===== config.mk =====
export PLATFORM = sky130hd
export DESIGN_NAME = ttt_turn_controller
export DESIGN_NICKNAME = d
export VERILOG_FILES = /design/src/rtl/ttt_turn_controller.sv
export SDC_FILE = /design/constraint.sdc
export NUM_CORES = 1
export LEC_CHECK = 0
export CAP_MARGIN = 20
export CORE_UTILIZATION = 51
export CTS_CLUSTER_SIZE = 20
export DETAILED_ROUTE_END_ITERATION = 6
export PLACE_DENSITY = 0.93
export SYNTH_ARGS = -nofsm -noshare
export SYNTH_HDL_FRONTEND = slang
export SYNTH_SLANG_ARGS = --single-unit

===== constraint.sdc =====
create_clock -name clock -period 3 [get_ports clock]
set_input_delay 0.6 -clock clock [delete_from_list [all_inputs] [get_ports clock]]
set_output_delay 0.6 -clock clock [all_outputs]
set_load 0.005 [all_outputs]

===== src/rtl/ttt_turn_controller.sv =====
// ttt_turn_controller: turn sequencer and board-ownership arbiter for tic-tac-toe.
// Accepts moves only from the side on turn. Rejects out-of-range or occupied cells.
// Drives the shared position decoder for one cycle per committed move.
// Keeps the 3x3 board and reports a win or a draw.
//
// Optional feature: define TURN_TIMEOUT_EN to build the per-turn forfeit timer.
// Without it, no counter is built and `timeout` stays 0.
//
// Ports:
//   clock, reset (sync, active-high), new_game (sync restart; reset dominates)
//   player_req/player_pos     : X move strobe and cell (0..8)
//   computer_req/computer_pos : O move strobe and cell (0..8)
//   dec_in/dec_enable/dec_owner : shared decoder write path, one pulse per move
//   board_x/board_o : occupancy, bit i = cell i
//   turn (0 = X, 1 = O), illegal_move (pulse), winner (01 X, 10 O, 11 draw)
//   game_over (high in DONE), timeout (pulse on turn forfeit)
module ttt_turn_controller #(
  parameter int unsigned FIRST_PLAYER   = 0,
  parameter int unsigned TIMEOUT_CYCLES = 1000,
  parameter int unsigned TIMER_W        = 16
) (
  input  logic       clock,
  input  logic       reset,
  input  logic       new_game,
  input  logic       player_req,
  input  logic [3:0] player_pos,
  input  logic       computer_req,
  input  logic [3:0] computer_pos,
  output logic [3:0] dec_in,
  output logic       dec_enable,
  output logic       dec_owner,
  output logic [8:0] board_x,
  output logic [8:0] board_o,
  output logic       turn,
  output logic       illegal_move,
  output logic [1:0] winner,
  output logic       game_over,
  output logic       timeout
);

  localparam int unsigned POS_W   = 4;
  localparam int unsigned CELLS   = 9;
  localparam int unsigned OCC_PAD = (1 << POS_W) - CELLS;

  // Parameter sanity checks at elaboration.
  if (TIMEOUT_CYCLES < 2) begin : g_bad_timeout
    $error("TIMEOUT_CYCLES must be at least 2");
  end
  if (TIMER_W < 32 && (32'(1) << TIMER_W) <= TIMEOUT_CYCLES) begin : g_bad_timer_w
    $error("TIMER_W too narrow for TIMEOUT_CYCLES");
  end

  typedef enum logic [2:0] {WAIT_X, WAIT_O, COMMIT, CHECK, DONE} state_e;

  localparam state_e START_STATE = (FIRST_PLAYER != 0) ? WAIT_O : WAIT_X;
  localparam logic   START_TURN  = (FIRST_PLAYER != 0);

  // True when every cell of mask m is set in board b.
  function automatic logic full(input logic [CELLS-1:0] b, input logic [CELLS-1:0] m);
    return (b & m) == m;
  endfunction

  // Three rows, three columns, two diagonals.
  function automatic logic has_line(input logic [CELLS-1:0] b);
    return full(b, 9'h007) || full(b, 9'h038) || full(b, 9'h1C0) ||
           full(b, 9'h049) || full(b, 9'h092) || full(b, 9'h124) ||
           full(b, 9'h111) || full(b, 9'h054);
  endfunction

  state_e           state_q, state_d;
  logic             turn_q, turn_d;
  logic [CELLS-1:0] board_x_q, board_x_d;
  logic [CELLS-1:0] board_o_q, board_o_d;
  logic [POS_W-1:0] dec_in_q, dec_in_d;
  logic             dec_enable_q, dec_enable_d;
  logic             dec_owner_q, dec_owner_d;
  logic             illegal_move_q, illegal_move_d;
  logic [1:0]       winner_q, winner_d;
  logic             game_over_q, game_over_d;
  logic             timeout_q, timeout_d;

  logic             req_c;
  logic [POS_W-1:0] req_pos_c;
  logic [15:0]      occ_c;
  logic [CELLS-1:0] mover_board_c;

`ifdef TURN_TIMEOUT_EN
  logic [TIMER_W-1:0] timer_q, timer_d;
`endif

  // State and output registers.
  always_ff @(posedge clock) begin
    if (reset || new_game) begin
      state_q        <= START_STATE;
      turn_q         <= START_TURN;
      board_x_q      <= '0;
      board_o_q      <= '0;
      dec_in_q       <= '0;
      dec_enable_q   <= 1'b0;
      dec_owner_q    <= 1'b0;
      illegal_move_q <= 1'b0;
      winner_q       <= 2'b00;
      game_over_q    <= 1'b0;
      timeout_q      <= 1'b0;
`ifdef TURN_TIMEOUT_EN
      timer_q        <= '0;
`endif
    end else begin
      state_q        <= state_d;
      turn_q         <= turn_d;
      board_x_q      <= board_x_d;
      board_o_q      <= board_o_d;
      dec_in_q       <= dec_in_d;
      dec_enable_q   <= dec_enable_d;
      dec_owner_q    <= dec_owner_d;
      illegal_move_q <= illegal_move_d;
      winner_q       <= winner_d;
      game_over_q    <= game_over_d;
      timeout_q      <= timeout_d;
`ifdef TURN_TIMEOUT_EN
      timer_q        <= timer_d;
`endif
    end
  end

  // Next-state and output logic.
  always_comb begin
    state_d        = state_q;
    turn_d         = turn_q;
    board_x_d      = board_x_q;
    board_o_d      = board_o_q;
    dec_in_d       = dec_in_q;
    dec_enable_d   = 1'b0;
    dec_owner_d    = dec_owner_q;
    illegal_move_d = 1'b0;
    winner_d       = winner_q;
    game_over_d    = game_over_q;
    timeout_d      = 1'b0;
`ifdef TURN_TIMEOUT_EN
    timer_d        = '0;
`endif
    // Only the on-turn requester is looked at; the other strobe is dropped.
    req_c         = (state_q == WAIT_O) ? computer_req : player_req;
    req_pos_c     = (state_q == WAIT_O) ? computer_pos : player_pos;
    occ_c         = {OCC_PAD'(0), board_x_q | board_o_q};
    mover_board_c = dec_owner_q ? board_o_q : board_x_q;

    unique case (state_q)
      WAIT_X, WAIT_O: begin
`ifdef TURN_TIMEOUT_EN
        timer_d = timer_q + TIMER_W'(1);
`endif
        if (req_c) begin
          if (req_pos_c > POS_W'(8) || occ_c[req_pos_c]) begin
            illegal_move_d = 1'b1;
`ifdef TURN_TIMEOUT_EN
            timer_d        = '0;
`endif
          end else begin
            // The decoder registers double as the latched move.
            dec_in_d     = req_pos_c;
            dec_enable_d = 1'b1;
            dec_owner_d  = (state_q == WAIT_O);
            state_d      = COMMIT;
          end
        end
`ifdef TURN_TIMEOUT_EN
        else if (timer_q == TIMER_W'(TIMEOUT_CYCLES - 1)) begin
          // Forfeit: hand the turn over without touching the board.
          timeout_d = 1'b1;
          turn_d    = ~turn_q;
          state_d   = (state_q == WAIT_O) ? WAIT_X : WAIT_O;
          timer_d   = '0;
        end
`endif
      end
      COMMIT: begin
        if (dec_owner_q) board_o_d = board_o_q | (CELLS'(1) << dec_in_q);
        else             board_x_d = board_x_q | (CELLS'(1) << dec_in_q);
        state_d = CHECK;
      end
      CHECK: begin
        // A line beats a full board, so a ninth-move win is not a draw.
        if (has_line(mover_board_c)) begin
          winner_d    = dec_owner_q ? 2'b10 : 2'b01;
          game_over_d = 1'b1;
          state_d     = DONE;
        end else if ((board_x_q | board_o_q) == {CELLS{1'b1}}) begin
          winner_d    = 2'b11;
          game_over_d = 1'b1;
          state_d     = DONE;
        end else begin
          turn_d  = ~turn_q;
          state_d = turn_q ? WAIT_X : WAIT_O;
        end
      end
      DONE: begin
        state_d = DONE;
      end
      default: begin
        state_d = START_STATE;
      end
    endcase
  end

  assign dec_in       = dec_in_q;
  assign dec_enable   = dec_enable_q;
  assign dec_owner    = dec_owner_q;
  assign board_x      = board_x_q;
  assign board_o      = board_o_q;
  assign turn         = turn_q;
  assign illegal_move = illegal_move_q;
  assign winner       = winner_q;
  assign game_over    = game_over_q;
  assign timeout      = timeout_q;

endmodule

==> flow_metrics.env <==
export IMPL_crit_family="multiplexers"
export IMPL_finalWirelength_mm=4.115
export IMPL_dieArea_sq_mm=0.003369
export IMPL_h_tree_depth=2
export IMPL_boundaryPins=43
export IMPL_use_met2_pct=41.71
export IMPL_fin_skew_ps=3.012
export IMPL_power_density_mw_per_mm2=368.2
export IMPL_hp_class="flop to flop"
export IMPL_clk_pin_slew_worst_paths_ps=90
export IMPL_fp_dieW_um=58.04
export IMPL_met3_usage_pct=8.259
export IMPL_cp_arrival_ps=2690
export IMPL_drtIter0Drc=77
export IMPL_synth_area_top_cells="dfxtp_1 40%, nor2_1 8.0%, a21oi_1 5.9%"
export IMPL_crit_buf_inv=0
export IMPL_core_area_sq_mm=0.002877
export IMPL_outcome="complete, but fails checks"
export IMPL_stdcell_count=270
export IMPL_wl_per_cell_um=15.24
export IMPL_cts_resized=0
export IMPL_worstHoldStart="game_over"
export IMPL_stdcell_area_sq_mm=0.002093
export IMPL_grt_max_degree=27
export IMPL_vias=1598
export IMPL_port_buffers=41
export IMPL_max_cap_violations=0
export IMPL_hold_buffers=0
export IMPL_fp_dieH_um=58.04
export IMPL_clock_path_buffers=2
export IMPL_critical_path_class="flop to flop"
export IMPL_placed_cell_area_sq_mm=0.002034
export IMPL_post_cts_buffers=0
export IMPL_post_route_util_pct=72.77
export IMPL_yosysWarnings=0
export IMPL_cts_root_buffer="clkbuf_4"
export IMPL_gp_congestion=1.023
export IMPL_grt_overflow_total=0
export IMPL_synth_edf_count=0
export IMPL_drive_gt1_share_pct=8.333
export IMPL_finalSetupTns_ps=0
export IMPL_r2r_start="state_q[0]"
export IMPL_synth_area_sq_mm=0.001602
export IMPL_slew_violations=0
export IMPL_synth_main_ff_cell="dfxtp_1"
export IMPL_critPathSlowestCell="nor3b_4"
export IMPL_p_leak_uw=0.0006677
export IMPL_dp_hpwl_mm=3.053
export IMPL_dp_cells=262
export IMPL_drcViolationCount=3
export IMPL_ir_drop_v=0.0002942
export IMPL_synthTopCellsByCount="34 x nor2_1, 32 x dfxtp_1, 19 x a21oi_1"
export IMPL_cts_tree="yes"
export IMPL_num_antenna_cells=0
export IMPL_start_util_pct=55.68
export IMPL_yosysSeqAreaShare_pct=40.00
export IMPL_met1_usage_pct=33.33
export IMPL_synth_cell_type_count=49
export IMPL_hold_viol_final=0
export IMPL_clock_sinks=32
export IMPL_worstSetupEndpointType="flop"
export IMPL_cp_slowest_stage_delay_ps=560
export IMPL_crit_path_max_fanout=11
export IMPL_worst_slew_pin_slew_ps=775.0
export IMPL_failed_checks="design-rule violations"
export IMPL_clock_latency_ps=330
export IMPL_slew_headroom_pct=47.61
export IMPL_viasPerCell=5.919
export IMPL_postSynth_asyncResetShare_pct=0
export IMPL_fmax_ghz=0.4023
export IMPL_nets=240
export IMPL_setup_viol=0
export IMPL_grt_pass1_vias=1426
export IMPL_crit_chain="nor3b_4 > mux2_4 > mux4_2 > and2_4 > o21ai_1 > a21oi_1"
export IMPL_finalCritPeriodShare_pct=82.85
export IMPL_drtAntennaViolNets=0
export IMPL_timing_final_crit_period_ps=2486
export IMPL_cp_required_ps=3200
export IMPL_syn_num_nets=198
export IMPL_rsz0062_at_grt="false"
export IMPL_rows=19
export IMPL_grt_first_pass_wirelength_mm=6.658
export IMPL_first_pass_iters=6
export IMPL_cts_buffers=5
export IMPL_grtUsageTotal_pct=26.28
export IMPL_grt_busiest_layer="met2"
export IMPL_crit_path_start="state_q[0]"
export IMPL_synth_seq_cells=32
export IMPL_netlist_area_leader_share_pct=40.00
export IMPL_yosysTopAreaCell="dfxtp_1"
export IMPL_synth_most_common_cell="nor2_1"
export IMPL_syn_inst=185
export IMPL_total_power_uw=770.7
export IMPL_antenna_found_initial=0
export IMPL_area_growth_pct=30.70
export IMPL_cp_start_kind="flop"
export IMPL_avgSynthCellArea_sq_um=8.657
==> metrics by stage <==
step | hold slack [ps] | worst slack [ps]
floorplan | 442.1 | 1026
global placement | 433.0 | 642.3
detailed placement | 438.6 | 542.3
CTS | 452.7 | 530.5
global route | 462.1 | 338.6
finish | 449.6 | 514.5
==> cells in the final DEF (no fill, tap or decap), drive strengths merged <==
| master | count |
|---|---|
| a211oi | 7 |
| a21boi | 2 |
| a21oi | 20 |
| a22o | 8 |
| a22oi | 5 |
| a31oi | 5 |
| and2 | 2 |
| and3b | 1 |
| buf | 1 |
| clkbuf | 8 |
| clkdlybuf4s50 | 41 |
| conb | 1 |
| dfxtp | 32 |
| inv | 6 |
| mux2 | 2 |
| mux2i | 6 |
| mux4 | 1 |
| nand2 | 11 |
| nand2b | 2 |
| nand3 | 3 |
| nand3b | 1 |
| nor2 | 34 |
| nor2b | 2 |
| nor3 | 2 |
| nor3b | 2 |
| nor4 | 3 |
| nor4b | 2 |
| nor4bb | 1 |
| o2111ai | 1 |
| o211a | 1 |
| o211ai | 1 |
| o21ai | 2 |
| o221a | 2 |
| o221ai | 1 |
| o22ai | 4 |
| or2 | 2 |
| or3 | 1 |
| or4 | 1 |
| xnor2 | 1 |
==> report_power, final <==
part           total, uW  internal, uW  switching (uW)
Clock                255           115             140
Combinational       80.6          39.6            41.0
Sequential           435           429            6.41
Total                771           584             187
==> worst reg2reg max path: cells and delay by family (launching register included) <==
kind | cells | cell delay (ps)
and+or+nand+nor | 2 | 760
muxes | 2 | 830
DFF | 1 | 450
AOI/OAI and AO/OA | 2 | 320
==> worst paths after layout <==
| kind | cells after the start | slack (ps) | to |
|---|---|---|---|
| max | 6 | 510 | state_q[1] |
| min | 2 | 450 | game_over |
| max reg2reg | 6 | 510 | state_q[1] |
| min reg2reg | 2 | 450 | game_over |
==> cells by family after synthesis <==
logic type	share of synthesized area, %
buffers and inverters	3.750
XOR/XNOR	0.5470
AO/OA/AOI/OAI	26.09
AND/OR/NAND/NOR	21.80
multiplexers	7.578
flip-flops	40.00
other	0.2342
==> registers in the layout (all words and copies together) (netlist names) <==
register,cells
board_o,9
board_x,9
dec_in,4
state_q,3
winner,2
dec_enable,1
dec_owner,1
game_over,1
illegal_move,1
turn,1
==> layout make-up <==
class / instances / area (sq um)
multi-input combinational: 140 / 900.9
fill: 240 / 783.3
sequential: 32 / 640.6
timing repair buffer: 42 / 417.9
clock buffer: 8 / 58.81
tap: 42 / 52.55
inverter: 6 / 22.52
==> layer usage <==
metal	vias up	share of wire, %	routed length (um)
met5	-	0	0
met4	0	1.3	55
met3	9	7.6	314
met2	70	46	1880
met1	756	45	1865
li1	763	-	-
Note: power is estimated with default switching activity, not from simulation.
